--- config.mk ---
export PLATFORM = sky130hd
export DESIGN_NAME = board_engine
export DESIGN_NICKNAME = d
export VERILOG_FILES = /design/src/rtl/board_engine.sv
export SDC_FILE = /design/constraint.sdc
export NUM_CORES = 1
export LEC_CHECK = 0
export BUFFER_PORTS_ARGS = -buffer_cell sky130_fd_sc_hd__buf_2
export CAP_MARGIN = 20
export CORE_ASPECT_RATIO = 2
export CORE_MARGIN = 1.5
export CORE_UTILIZATION = 60
export CTS_BUF_LIST = sky130_fd_sc_hd__clkbuf_2
export DETAILED_ROUTE_END_ITERATION = 7
export PLACE_DENSITY = 0.81
export SLEW_MARGIN = 20
export SYNTH_ARGS = -nofsm -noshare
export SYNTH_HDL_FRONTEND = slang
export SYNTH_SLANG_ARGS = --single-unit
--- constraint.sdc ---
create_clock -name CLOCK_50 -period 6.6 [get_ports CLOCK_50]
set_input_delay 0.99 -clock CLOCK_50 [delete_from_list [all_inputs] [get_ports CLOCK_50]]
set_output_delay 0.99 -clock CLOCK_50 [all_outputs]
set_load 0.02 [all_outputs]
--- src/rtl/board_engine.sv ---
`default_nettype none
// ============================================================================
// Module   : board_engine
// Purpose  : Parametrised Connect-4 game core. Holds a ROWS x COLS board of
//            2-bit cells, accepts column drops over a valid/ready handshake,
//            rejects full or out-of-range columns, and walks outward from the
//            placed cell in four directions, one cell per cycle, to detect a
//            WIN_LEN line or a draw.
// Ports    : CLOCK_50     - system clock, rising edge
//            resetn       - asynchronous active-low reset
//            start_game   - new-game clear (honoured in IDLE/OVER only)
//            drop_valid   - drop request
//            drop_col     - target column
//            drop_ready   - engine can accept a drop
//            result_valid - one-cycle pulse qualifying result_code
//            result_code  - 00 accepted, 01 rejected, 10 win, 11 draw
//            turn         - player to move (01 = P1, 10 = P2)
//            winner       - 00 none, else winning player code
//            game_over    - win or draw reached
//            board        - cell (r,c) at bits [2(r*COLS+c)+1 : 2(r*COLS+c)]
// Revision : 1.0 - initial release
// ============================================================================
module board_engine #(
    parameter int  ROWS    = 6,
    parameter int  COLS    = 7,
    parameter int  WIN_LEN = 4,
    localparam int COL_W   = $clog2(COLS)
) (
    input  logic                     CLOCK_50,
    input  logic                     resetn,
    input  logic                     start_game,
    input  logic                     drop_valid,
    input  logic [COL_W-1:0]         drop_col,
    output logic                     drop_ready,
    output logic                     result_valid,
    output logic [1:0]               result_code,
    output logic [1:0]               turn,
    output logic [1:0]               winner,
    output logic                     game_over,
    output logic [2*ROWS*COLS-1:0]   board
);

    localparam int CELLS = ROWS * COLS;
    localparam int H_W   = $clog2(ROWS + 1);
    localparam int M_W   = $clog2(CELLS + 1);
    localparam int K_W   = $clog2(WIN_LEN);
    localparam int RUN_W = $clog2(WIN_LEN + 1);

    localparam logic [2:0] c_ST_IDLE   = 3'd0;
    localparam logic [2:0] c_ST_PLACE  = 3'd1;
    localparam logic [2:0] c_ST_SCAN   = 3'd2;
    localparam logic [2:0] c_ST_REPORT = 3'd3;
    localparam logic [2:0] c_ST_OVER   = 3'd4;

    localparam logic [1:0] c_P1 = 2'b01;

    logic [2:0]                 r_state, w_next;
    logic [2*CELLS-1:0]         r_board, w_board_next;
    logic [COLS-1:0][H_W-1:0]   r_height;
    logic [M_W-1:0]             r_moves;
    logic [1:0]                 r_turn, r_winner, r_piece;
    logic                       r_game_over;
    logic [H_W-1:0]             r_r0;
    logic [COL_W-1:0]           r_c0;
    logic                       r_reject, r_win, r_broken, r_side;
    logic [1:0]                 r_dir;
    logic [K_W-1:0]             r_k;
    logic [RUN_W-1:0]           r_run, w_run_next;

    logic                       w_clear, w_drop_oob, w_reject, w_full;
    logic                       w_match, w_step_ok, w_side_end, w_scan_end;
    logic [CELLS-1:0]           w_hit, w_wr_sel;
    int                         w_dr, w_dc, w_row, w_col;

    // start_game only takes effect while no move is in flight
    assign w_clear    = start_game && (r_state == c_ST_IDLE || r_state == c_ST_OVER);
    assign w_drop_oob = (int'(drop_col) >= COLS);
    // the height read is don't-care when the column is out of range
    assign w_reject   = w_drop_oob || (r_height[drop_col] == H_W'(ROWS));
    assign w_full     = (r_moves == M_W'(CELLS));

    // ------------------------------------------------------------------
    // Walker address: placed cell plus k steps along the current direction,
    // negated on the second side. Signed ints keep off-board cells distinct
    // so nothing wraps between rows or columns.
    // ------------------------------------------------------------------
    always_comb begin
        w_dr = 0;
        w_dc = 1;
        case (r_dir)
            2'd0:    begin w_dr = 0; w_dc = 1;  end
            2'd1:    begin w_dr = 1; w_dc = 0;  end
            2'd2:    begin w_dr = 1; w_dc = 1;  end
            default: begin w_dr = 1; w_dc = -1; end
        endcase
        w_row = int'(r_r0) + (r_side ? -w_dr : w_dr) * int'(r_k);
        w_col = int'(r_c0) + (r_side ? -w_dc : w_dc) * int'(r_k);
    end

    genvar gr, gc;
    generate
        for (gr = 0; gr < ROWS; gr = gr + 1) begin : g_row
            for (gc = 0; gc < COLS; gc = gc + 1) begin : g_col
                localparam int c_IDX = gr * COLS + gc;
                // an off-board walker address matches no cell
                assign w_hit[c_IDX]    = (w_row == gr) && (w_col == gc) &&
                                         (r_board[2*c_IDX +: 2] == r_piece);
                assign w_wr_sel[c_IDX] = (int'(r_r0) == gr) && (int'(r_c0) == gc);
                assign w_board_next[2*c_IDX +: 2] =
                    w_wr_sel[c_IDX] ? r_piece : r_board[2*c_IDX +: 2];
            end
        end
    endgenerate

    assign w_match    = |w_hit;
    assign w_step_ok  = !r_broken && w_match;
    assign w_run_next = (w_step_ok && (r_run != RUN_W'(WIN_LEN))) ? r_run + 1'b1 : r_run;
    assign w_side_end = (r_k == K_W'(WIN_LEN - 1));
    assign w_scan_end = (r_dir == 2'd3) && r_side && w_side_end;

    // ------------------------------------------------------------------
    // FSM: state register
    // ------------------------------------------------------------------
    always_ff @(posedge CLOCK_50 or negedge resetn) begin
        if (!resetn) r_state <= c_ST_IDLE;
        else         r_state <= w_next;
    end

    // ------------------------------------------------------------------
    // FSM: next state
    // ------------------------------------------------------------------
    always_comb begin
        w_next = r_state;
        case (r_state)
            c_ST_IDLE:   if (!start_game && drop_valid)
                             w_next = w_reject ? c_ST_REPORT : c_ST_PLACE;
            c_ST_PLACE:  w_next = c_ST_SCAN;
            c_ST_SCAN:   if (w_scan_end) w_next = c_ST_REPORT;
            c_ST_REPORT: w_next = (!r_reject && (r_win || w_full)) ? c_ST_OVER : c_ST_IDLE;
            c_ST_OVER:   if (start_game) w_next = c_ST_IDLE;
            default:     w_next = c_ST_IDLE;
        endcase
    end

    // ------------------------------------------------------------------
    // FSM: outputs. winner/game_over are already valid during the result
    // pulse; the registered copies take over from the following cycle.
    // ------------------------------------------------------------------
    always_comb begin
        drop_ready   = (r_state == c_ST_IDLE);
        result_valid = (r_state == c_ST_REPORT);
        result_code  = 2'b00;
        winner       = r_winner;
        game_over    = r_game_over;
        if (r_state == c_ST_REPORT) begin
            if (r_reject) begin
                result_code = 2'b01;
            end else if (r_win) begin
                result_code = 2'b10;
                winner      = r_piece;
                game_over   = 1'b1;
            end else if (w_full) begin
                result_code = 2'b11;
                game_over   = 1'b1;
            end
        end
    end

    // ------------------------------------------------------------------
    // Datapath: board, heights, move count, walker state
    // ------------------------------------------------------------------
    always_ff @(posedge CLOCK_50 or negedge resetn) begin
        if (!resetn) begin
            r_board     <= '0;
            r_height    <= '0;
            r_moves     <= '0;
            r_turn      <= c_P1;
            r_winner    <= 2'b00;
            r_game_over <= 1'b0;
            r_piece     <= 2'b00;
            r_r0        <= '0;
            r_c0        <= '0;
            r_reject    <= 1'b0;
            r_win       <= 1'b0;
            r_broken    <= 1'b0;
            r_side      <= 1'b0;
            r_dir       <= 2'd0;
            r_k         <= K_W'(1);
            r_run       <= RUN_W'(1);
        end else if (w_clear) begin
            r_board     <= '0;
            r_height    <= '0;
            r_moves     <= '0;
            r_turn      <= c_P1;
            r_winner    <= 2'b00;
            r_game_over <= 1'b0;
        end else begin
            case (r_state)
                c_ST_IDLE: begin
                    if (drop_valid) begin
                        r_reject <= w_reject;
                        r_r0     <= r_height[drop_col];
                        r_c0     <= drop_col;
                        r_piece  <= r_turn;
                        r_win    <= 1'b0;
                        r_broken <= 1'b0;
                        r_side   <= 1'b0;
                        r_dir    <= 2'd0;
                        r_k      <= K_W'(1);
                        r_run    <= RUN_W'(1);
                    end
                end
                c_ST_PLACE: begin
                    r_board          <= w_board_next;
                    r_height[r_c0]   <= r_height[r_c0] + 1'b1;
                    r_moves          <= r_moves + 1'b1;
                end
                c_ST_SCAN: begin
                    r_run <= w_run_next;
                    if (w_run_next == RUN_W'(WIN_LEN)) r_win <= 1'b1;
                    if (w_side_end) begin
                        r_k      <= K_W'(1);
                        r_broken <= 1'b0;
                        if (r_side) begin
                            // both sides done: next direction starts afresh
                            r_side <= 1'b0;
                            r_run  <= RUN_W'(1);
                            r_dir  <= r_dir + 1'b1;
                        end else begin
                            r_side <= 1'b1;
                        end
                    end else begin
                        r_k      <= r_k + 1'b1;
                        r_broken <= !w_step_ok;
                    end
                end
                c_ST_REPORT: begin
                    if (!r_reject) begin
                        if (r_win) begin
                            r_winner    <= r_piece;
                            r_game_over <= 1'b1;
                        end else if (w_full) begin
                            r_game_over <= 1'b1;
                        end else begin
                            r_turn <= ~r_turn;   // 01 <-> 10
                        end
                    end
                end
                default: ;
            endcase
        end
    end

    assign turn  = r_turn;
    assign board = r_board;

endmodule
`default_nettype wire

## Word-level counts from Yosys, hierarchy flattened

Cells that the tools add are included.

| word-level totals | value |
|---|---|
| flip-flop bits (word level) | 138 |
| bits of input ports | 7 |
| output and inout port bits | 93 |

| operators by class | value |
|---|---|
| $add $sub $neg | 9 |
| multiply operators | 2 |
| order comparisons | 4 |
| equal/unequal tests | 86 |
| multiplexer cells | 103 |
| bitwise logic cells | 2 |
| reduce and logical (&&, ||, !) cells | 243 |

Operators by type and width:

| operator | number |
|---|---|
| two-way mux 84 bit | 2 |
| == test 32 x 4 -> 1 bit, second input constant | 5 |
| logical AND 1 bit | 134 |
| == test 32 x 3 -> 1 bit, second input constant | 4 |
| two-way mux 2 bit | 61 |
| nonzero test 2 bit | 45 |
| == test 2 bit | 42 |
| AND reduction 2 bit | 42 |
| adder 4 x 32 -> 32 bit | 2 |
| == test 32 x 2 -> 1 bit, second input constant | 2 |
| zero test 32 bit | 2 |
| multiplier 32 x 3 -> 32 bit | 2 |
| two-way mux 32 bit | 2 |
| negation 32 bit | 2 |
| one-hot mux 32 bit (2 select lines) | 1 |
| two-way mux 21 bit | 2 |
| OR reduction 42 bit | 1 |
| == test 3 bit, second input constant | 11 |
| two-way mux 3 bit | 11 |
| bitwise mux 21 bit | 1 |
| binary-select mux 3 bit (select 3 bit) | 2 |
| == test 3 x 2 -> 1 bit, second input constant | 5 |
| one-hot mux 3 bit (5 select lines) | 1 |
| != test 2 bit, second input constant | 7 |
| 28 further kinds | 60 |

## Depth between registers and ports, before layout

Gate-level depths: netlist of run 1.

| logic depth | value |
|---|---|
| word-level depth | 17 |
| mapped depth | 24 |
| depth with buffers taken out | 24 |

## Worst setup path after synthesis of run 1

Ideal clock, no wire load.

| timing | value |
|---|---|
| path kind | reg-to-reg |
| from | register r_dir[0] |
| to | register r_run[1] |
| library setup time | 0.121 ns |
| data arrival time | 5.264 ns |
| required time | 6.479 ns |
| slack | 1.215 ns |
| cell stages (with the launch flop) | 23 |
| path buffers | 0 |
| cell sequence | dfrtp_1 > inv_1 > ha_1 > nor2b_1 > and2_1 > ha_1 > fa_1 > fa_1 > a21oi_1 > nand2_1 > ha_1 > nand2b_1 > ha_1 > or4_1 > nor3_1 > a31oi_1 > a211oi_1 > nand3_1 > a311oi_1 > o211ai_1 > a22oi_2 > o21ai_2 > a22o_1 |

| on the way | value |
|---|---|
| word-level cells in the longest chain between the ends | 17 |
| elaborated cells on any way between the ends | 118 |

RTL lines:

| item | RTL line | text |
|---|---|---|
| from (decl) | 66 | `logic [1:0] r_dir;` |
| from (signal assigned) | 228 | `r_dir <= r_dir + 1'b1;` |
| == test 2 bit / zero test 2 bit (equally long branches) | 90 | `case (r_dir)` |
| OR reduction 2 bit (no source line) | - |  |
| one-hot mux 32 bit (2 select lines) | 90 |  |
| negation 32 bit | 97 | `w_col = int'(r_c0) + (r_side ? -w_dc : w_dc) * int'(r_k);` |
| two-way mux 32 bit | 97 |  |
| multiplier 32 x 3 -> 32 bit | 97 |  |
| adder 4 x 32 -> 32 bit | 97 |  |
| == test 32 x 2 -> 1 bit (tied with other cells) | 106 | `assign w_hit[c_IDX] = (w_row == gr) && (w_col == gc) &&` |
| logical AND 1 bit (2 in a row) | 106 |  |
| OR reduction 42 bit (*) | 115 | `assign w_match = \|w_hit;` |
| logical AND 1 bit (*) | 116 | `assign w_step_ok = !r_broken && w_match;` |
| logical AND 1 bit (*) | 117 | `assign w_run_next = (w_step_ok && (r_run != RUN_W'(WIN_LEN))) ? r_run + 1'b1 : r_run;` |
| two-way mux 3 bit (*) | 117 |  |
| two-way mux 3 bit | 224 | `if (r_side) begin` |
| two-way mux 3 bit (*) | 221 | `if (w_side_end) begin` |
| one-hot mux 3 bit (2 select lines) (*) | 198 | `case (r_state)` |
| to (signal assigned) | 219 | `r_run <= w_run_next;` |
| to (decl) | 68 | `logic [RUN_W-1:0] r_run, w_run_next;` |

Every way passes the cells marked *; elsewhere a longest branch is shown, timed or not.
A chain may end at the register's enable or synchronous reset.

## Worst setup path in the final report of run 1

Same ends and word-level chain as after synthesis.

==> results of run 1 <==
## flip-flops by register name (all words and copies together) (netlist names)
name	cells
board	84
r_height	21
r_moves	6
r_c0	3
r_r0	3
r_run	3
r_state	3
r_dir	2
r_k	2
r_piece	2
r_winner	2
turn	2
r_broken	1
r_game_over	1
r_reject	1
r_side	1
r_win	1
## Yosys cell counts, types with 7 or more instances
| cell type | count | area, µm² |
|---|---|---|
| dfrtp_1 | 135 | 3378 |
| nand2_1 | 109 | 409.1 |
| mux2_2 | 94 | 1059 |
| ha_1 | 63 | 788.3 |
| xnor2_1 | 55 | 481.7 |
| nor2_1 | 54 | 202.7 |
| nand3_1 | 45 | 225.2 |
| a21oi_1 | 43 | 215.2 |
| xor2_1 | 41 | 359.1 |
| o21ai_0 | 40 | 200.2 |
| inv_1 | 31 | 116.4 |
| clkbuf_1 | 30 | 112.6 |
| a31oi_1 | 20 | 125.1 |
| nor3_1 | 18 | 90.09 |
| mux2i_1 | 16 | 160.2 |
| nand2b_1 | 15 | 93.84 |
| nor2b_1 | 15 | 93.84 |
| nand4_1 | 14 | 87.58 |
| buf_2 | 11 | 55.05 |
| and2_1 | 9 | 56.30 |
| fa_1 | 8 | 160.2 |
| o211ai_1 | 8 | 60.06 |
| nor4_1 | 7 | 43.79 |
## worst max-delay path, delay by kind of cell (launching register included)
kind	cells	cell delay (ns)
compound gates	8	2.07
fa+ha+maj	6	1.95
buf+inv	1	0.07
flops	1	0.49
simple gates	7	1.36
## report_power, final
part           switching (W)  leakage (nW)  total (W)  internal [W]
registers           0.000459          1.75    0.00166       0.00121
logic                0.00244          3.09    0.00389       0.00145
clock network       0.000327         0.125   0.000425     0.0000980
total                0.00323          4.96    0.00598       0.00275
## layout make-up
type                            count  area (µm²)  area share [%]
Inverter                           31       116.4           1.118
Tap cell                          201       251.5           2.416
Sequential cell                   138        3460           33.23
Clock inverter                     15       102.6          0.9855
Clock buffer                       17       85.08          0.8172
Multi-Input combinational cell    775        5832           56.02
Timing Repair Buffer              107       561.8           5.396
Antenna cell                        1       2.502         0.02404
## per-stage QoR
| step | instances | util [%] | worst slack (ns) |
|---|---|---|---|
| 6_report | 1285 | 66.33 | 0.5580 |
| 4_1_cts | 1284 | 66.31 | 0.5713 |
| 5_1_grt | 1285 | 66.33 | 0.09542 |
| 2_1_floorplan | 991 | - | 1.215 |
| 3_5_place_dp | 1252 | 65.12 | 0.6210 |
| 3_3_place_gp | 1252 | 65.12 | 0.7794 |
## layer usage
metal | wire [µm] | GRT usage, % | part of all wire, % | vias up
li1 | - | - | - | 3695
met1 | 9629 | 34.54 | 35 | 4031
met2 | 14350 | 59.44 | 53 | 321
met3 | 1428 | 6.826 | 5.3 | 115
met4 | 1750 | 22.40 | 6.4 | 0
met5 | 0 | 0 | 0 | -
## worst max path at each step
stage	startpoint	end	slack (ns)	depth (start not counted)
after global routing	r_dir[0]	r_run[1]	0.1	21
after global placement	r_dir[0]	r_run[1]	0.78	22
final	r_dir[0]	r_run[1]	0.56	22
after floorplan	r_dir[0]	r_run[1]	1.22	22
after detailed placement	r_dir[0]	r_run[1]	0.62	22
after CTS	r_dir[0]	r_run[1]	0.57	22
## kinds of logic (layout without fill, tap and decap cells)
| group | count (synthesis) | in the layout |
|---|---|---|
| adders and majority gates | 71 | 71 |
| muxes | 116 | 116 |
| xor gates and xnor gates | 96 | 96 |
| other | 0 | 1 |
| and+or+nand+nor | 318 | 318 |
| AOI/OAI and AO/OA | 174 | 174 |
| DFF | 138 | 138 |
| buffers and inverters | 78 | 170 |
==> metrics.txt, run 1 <==
status complete, no violations; CTS clk-pin slew, worst paths 0.22 ns; vias between 8000 and 9000; Power, Total 0.005980 W; CTS hold repair buffers 0; maxcap violations 0; post-synthesis mux area share between 10% and 20%; FMAX between 0.15 and 0.2 GHz; CP Max Fanout 6; Compound-Gate Fraction of Synth Area 12.00%; Initial Util 61.12%; unrepaired setup endpoints after global routing no; commonest non-fill, non-tap cell in the layout dfrtp_1; clk_lat worst skew 0.77 ns; syn_nets 1069; XOR/XNOR share of the synthesized area roughly 8.8%; WHS 0.1989 ns; syn avg cell area 9.680 µm²; FF-to-FF End r_run[1]; Tightest Hold Check Type input pin to asynchronous set/reset pin; first-pass GRT wire length about 43000 µm; worst path required time slightly above 7 ns; placed inst area 10220 µm²; Simple-Gate Fraction of Synth Area 16.00%; cell repeated most along the worst path ha_1; Post-CTS Resized 0; cell area after synthesis 9593 µm²; Clock Tree Buf Depth 2; DP Wirelength 19920 µm; Residual DRC 0; die width 92.41 µm; number of synthesized flops with an enable pin 0; largest net degree at the start of global routing 75; Vias per Instance 6.352; Worst Tran Pin Value 1.050 ns; H-tree depth 4; vias in the first global route 8325; worst rel slew slack 29.37%; Setup TNS Final 0 ns; CP Capture Type register; reg2reg path depth 22; Layout Skew 0.04814 ns; Rows 65; post-CTS setup buffer count 0; num ports 100; critical path arrival 6.70 ns; CTS Sinks 138; grt total ovfl 0; RR Startpoint r_dir[0]; CORE AREA about 16000 µm²; Area Overhead vs Synth 8.530%; fill count 1311; Final setup viols 0; routability cong. 0.9290; Primary FF master, synth dfrtp_1; Setup crit start kind register; peak supply drop 0.3756 mV; final hold vios 0; CTS tree done; sequential area share after synthesis 36.04%; initial antenna violation count 1; post-synthesis register bit count 138; R2R setup slack 0.56 ns; Tot GR Track Use 33.45%; First DRT Iteration DRCs about 630; die area 16800 µm²; Yosys warnings 0; final worst path period share 91.55%; largest family of logic cells by synthesized area simple AND/OR/NAND/NOR gates; Worst path max stage delay 0.53 ns; total CTS buffers 17; most frequent cells in the layout dfrtp_1 (133), nand2_1 (109), buf_2 (98); Root Buffer clkbuf_2; library cells used by synthesis 67; chip height 181.8 µm; TritonRoute pass-1 iters 6; share of post-route cells with drive strength above 1 about 24%; Critical Path, Cell by Cell inv_1 > ha_1 > nor2b_1 > and2_1 > ha_1 > fa_1 > fa_1 > a21oi_1 > nand2_1 > ha_1 > nand2b_1 > ha_1 > or4_1 > nor3_1 > a31oi_1 > a211oi_1 > nand3_1 > a311oi_1 > o211ai_1 > a22oi_2 > o21ai_2 > a22o_1; fin crit period 6.042 ns; Final Instance Area 10410 µm²; Crit Path Class register to register; Detailed Route WL ~27000 µm; post-synthesis adder-cell area fraction about 10%; Final ANT Viol Nets 0; slowest CP cell fa_1; Synth async-reset ratio between 90% and 100%; Leakage 4.962 nW; Post-Synthesis Cells 991; Power Density 574.4 nW/µm²; Routed WL per cell around 21 µm; max-slew violation count 0; final net count 1148; Port Buffers around 100
Power figures use the tool's default switching activity.
==> run 2: changes to the inputs <==
Settings changed: CAP_MARGIN 20 to 5.
Clock period 6.6 ns to 7.25 ns, I/O delays scaled along.
==> run 2 against run 1 <==
Fmax fell by 1.5%. Total power down 8.1%. First-iteration DRC count increased by 2.6%. Die area is the same.
==> metrics.txt, run 2 (synthesis results as in run 1) <==
vias slightly above 8000; share of post-route cells with drive strength above 1 23.80%; placed insts approximately 1200; Area Overhead vs Synth 9.130%; final net count roughly 1100; routability cong. 0.9162; Tot GR Track Use about 34%; status complete, no violations; Cell Count, Final, Fillers Out 1282; CTS tree done; Tightest Hold Check Type input pin to asynchronous set/reset pin; clk_lat worst skew 0.75 ns; Clock Tree Buf Depth 2; CP Capture Type register; final hold vios 0; Setup TNS Final 0 ns; post-CTS setup buffer count 0; Post-CTS Resized 0; critical path arrival 6.79 ns; commonest non-fill, non-tap cell in the layout dfrtp_1; Setup crit start kind register; setup ws final between 1 and 1.5 ns; First DRT Iteration DRCs between 600 and 700; Initial Util 61.12%; Detailed Route WL 27280 µm; Leakage 4.966 nW; peak supply drop approximately 0.34 mV; unrepaired setup endpoints after global routing no; max reg flops 84; Root Buffer clkbuf_2; first-pass GRT wire length 43390 µm; final worst path period share 84.62%; CP Max Fanout 6; Worst Tran Pin Value roughly 1.0 ns; vias in the first global route a little over 8000; Port Buffers between 90 and 100; max-slew violation count 0; TritonRoute pass-1 iters 7; DP Wirelength 19880 µm; Residual DRC 0; chip height approximately 180 µm; slowest CP cell fa_1; H-tree depth 4; fin crit period between 6 and 7 ns; FMAX 0.1630 GHz; CTS clk-pin slew, worst paths 0.21 ns; initial antenna violation count 1; die width 92.41 µm; die area 16800 µm²; CORE AREA ~16000 µm²; Crit Path Class register to register; worst path required time 7.91 ns; num ports 100; CTS hold repair buffers 0; Final setup viols 0; total CTS buffers 17; Power Density 525.2 nW/µm²; Routed WL per cell 21.28 µm; worst rel slew slack 29.49%; Worst path max stage delay around 0.52 ns; largest net degree at the start of global routing 73; CTS Sinks approximately 140; cell repeated most along the worst path ha_1; grt total ovfl 0; Critical Path, Cell by Cell inv_1 > ha_1 > nor2b_1 > and2_1 > ha_1 > fa_1 > fa_1 > a21oi_1 > nand2_1 > ha_1 > nand2b_1 > ha_1 > or4_1 > nor3_1 > a31oi_1 > a211oi_1 > nand3_1 > a311oi_1 > o211ai_1 > a22oi_2 > o21ai_2 > a22o_1; Rows 65; Vias per Instance 6.384; maxcap violations 0; most frequent cells in the layout dfrtp_1 (133), nand2_1 (109), buf_2 (98); Post-Place Worst Slack 1.214 ns; Layout Skew 0.03253 ns; Final ANT Viol Nets 0
run 2: worst max-delay path, delay by kind of cell, from the launching register on:
family	cells	cell delay, ns
AOI/OAI and AO/OA	8	2.16
adders and majority gates	6	1.93
and+or+nand+nor	7	1.38
DFF	1	0.49
buffers and inverters	1	0.07
run 2: layout make-up:
cell class,count,area (µm²)
Sequential cell,138,3460
Clock inverter,15,175.2
Fill cell,1271,5228
Multi-Input combinational cell,775,5839
Inverter,31,116.4
Clock buffer,17,85.08
Timing Repair Buffer,104,539.3
Antenna cell,1,2.502
Tap cell,201,251.5
run 2: power by group:
| part | switching (W) | internal, W | leakage [nW] |
|---|---|---|---|
| registers | 0.000400 | 0.00110 | 1.75 |
| clock network | 0.000302 | 0.000192 | 0.140 |
| logic | 0.00221 | 0.00129 | 3.08 |
| total | 0.00292 | 0.00258 | 4.97 |
run 2: final timing paths:
kind / start / end / slack [ns] / cells after the start
setup / recovery: r_dir[0] / r_run[1] / 1.12 / 22
hold / removal: resetn / board[49] / 0.29 / 1
setup reg to reg: r_dir[0] / r_run[1] / 1.12 / 22
hold reg to reg: r_run[0] / r_run[0] / 0.52 / 1
max in group asynchronous: resetn / r_piece[1] / 5.49 / 2
min in group CLOCK_50: r_run[0] / r_run[0] / 0.52 / 1
run 2: stage by stage:
step | power, W | utilization (%) | hold WS [ns] | cell area [µm²]
2_1_floorplan | 0.003853 | - | 0.4805 | 9593
3_3_place_gp | 0.004860 | 64.97 | 0.4917 | 10200
3_5_place_dp | 0.004928 | 64.97 | 0.4986 | 10200
4_1_cts | 0.005425 | 66.63 | 0.2923 | 10460
5_1_grt | 0.005823 | 66.70 | 0.2958 | 10470
6_report | 0.005498 | 66.70 | 0.2862 | 10470
run 2: per-layer routing:
metal	vias to the layer above	GRT usage (%)	wire, µm
met5	-	0	0
met4	0	22.03	1860
met3	137	6.407	1550
met2	344	59.32	14510
met1	4030	35.96	9363
li1	3673	-	-
==> run 3: changes to the inputs <==
Clock period 7.25 ns to 5.79 ns, I/O delays scaled along.
==> run 3 against run 2 <==
Clock skew shrank 0.0025 ns. Fmax grew 11%. Global-route usage grew 0.21 points. Largest cell class unchanged. Highest routed layer unchanged.
==> metrics.txt, run 3 (synthesis results as in run 1) <==
status complete, no violations; max reg flops between 80 and 90; CTS hold repair buffers 0; commonest non-fill, non-tap cell in the layout dfrtp_1; final net count ~1200; Final Instance Area approximately 11000 µm²; Final setup viols 0; Tightest Hold Check Type input pin to asynchronous set/reset pin; num ports 100; die area 16800 µm²; Power Density 663.0 nW/µm²; FMAX roughly 0.18 GHz; Detailed Route WL 27280 µm; Worst path max stage delay 0.48 ns; total CTS buffers 17; die width around 90 µm; share of post-route cells with drive strength above 1 27.39%; Residual DRC 0; First DRT Iteration DRCs slightly below 600; fin crit period approximately 5.5 ns; kind of cell adding the most delay to the critical path compound AO/OA/AOI/OAI gates; CP Max Fanout 4; grt met3 use 6.616%; maxcap violations 0; Initial Util 61.12%; TritonRoute pass-1 iters 5; met2 Use GR about three fifths; Area Overhead vs Synth 11.44%; first-pass GRT wire length about 44000 µm; Critical Path, Cell by Cell buf_4 > ha_1 > inv_1 > ha_1 > a21oi_1 > and2_1 > ha_1 > ha_1 > ha_1 > fa_2 > a21o_1 > or4_1 > a211o_1 > a221oi_2 > nand4_1 > a2111oi_4 > o211ai_1 > a22oi_2 > o21ai_2 > a22o_1; Final ANT Viol Nets 0; DP Wirelength approximately 20000 µm; placed insts 1263; Rows between 60 and 70; Clock Tree Buf Depth 2; peak supply drop 0.4423 mV; Layout Skew 0.03000 ns; met1 usage between 30% and 40%; CP Capture Type register; fill count about 1200; most frequent cells in the layout dfrtp_1 (132), nand2_1 (107), buf_2 (98); largest net degree at the start of global routing 102; Levels on crit path 20; initial antenna violation count 1; cell repeated most along the worst path ha_1; Crit Path Class register to register; worst rel slew slack a little over a quarter; Tot GR Track Use between 30% and 40%; Worst Tran Pin Value 1.088 ns; vias in the first global route roughly 8300; CTS Sinks around 140; worst path required time around 6.5 ns; Leakage 5.054 nW; Setup crit start kind register; max-slew violation count 0; H-tree depth 4; reg2reg path depth 20; placed inst area roughly 10000 µm²; final hold vios 0; CORE AREA ~16000 µm²; GRT busiest layer met2; Setup TNS Final 0 ns; CTS tree done; Cell Count, Final, Fillers Out 1301; clk_lat worst skew 0.75 ns; critical path arrival 6.18 ns; Port Buffers ~100; CP Buf/Inv Count 2; grt total ovfl 0; routability cong. approximately 0.98; Final Util 68.11%; Routed WL per cell ~21 µm; Vias per Instance 6.360; chip height between 150 and 200 µm; final worst path period share 95.12%; vias 8274; Root Buffer clkbuf_2; CTS clk-pin slew, worst paths approximately 0.21 ns; slowest CP cell or4_1
==> run 3: cell count changes in the layout (fill, tap and decap cells not counted), moves of 3 or more <==
cell      before  now
a21oi_1       43   40
ha_1          63   56
fa_1           8    5
fa_2           0    3
ha_2           0    6
buf_4          5   24
clkinv_2       0    4
a21oi_2        0    3
==> run 3: timing repair <==
item / CTS / global route
gates resized for setup: 1 / 27
pin swaps: 0 / 11
setup buffers: 0 / 5
setup endpoints to repair: 2 / 5
==> run 3: power breakdown <==
part	internal, W	switching (W)
sequential	0.00137	0.000579
clock	0.000240	0.000354
combinational	0.00177	0.00277
==> run 3: worst paths after layout <==
kind / slack, ns / end / from
worst max-delay path: 0.28 / r_run[1] / r_dir[0]
worst min-delay path: 0.20 / board[49] / resetn
worst max register to register: 0.28 / r_run[1] / r_dir[0]
worst min register to register: 0.52 / r_run[0] / r_run[0]
max in group asynchronous: 4.46 / r_piece[1] / resetn
min in group CLOCK_50: 0.38 / r_state[2] / start_game
==> run 3: area by class of cell <==
cell class,instances,area (µm²),share of cell area [%]
antenna,1,2.502,0.02341
clock buffer,19,95.09,0.8895
clock inverter,13,152.6,1.428
inverter,31,120.1,1.124
multi-input combinational,775,5926,55.43
sequential,138,3461,32.37
tap,201,251.5,2.353
timing repair buffer,123,681.9,6.379
==> run 3: layer usage <==
layer / vias up / wire length (µm)
met5: - / 0
met1: 4052 / 9200
met2: 339 / 14300
met4: 0 / 2374
li1: 3728 / -
met3: 155 / 1410
==> run 3: metrics by stage <==
stage	setup slack, ns	power (W)	hold WS, ns
finish	0.2828	0.007088	0.1955
global route	-0.005512	0.007489	0.2276
CTS	0.006698	0.006915	0.1856
floorplan	0.4051	0.004824	0.4805
global placement	0.1897	0.006187	0.4916
detailed placement	0.0004765	0.006299	0.4966
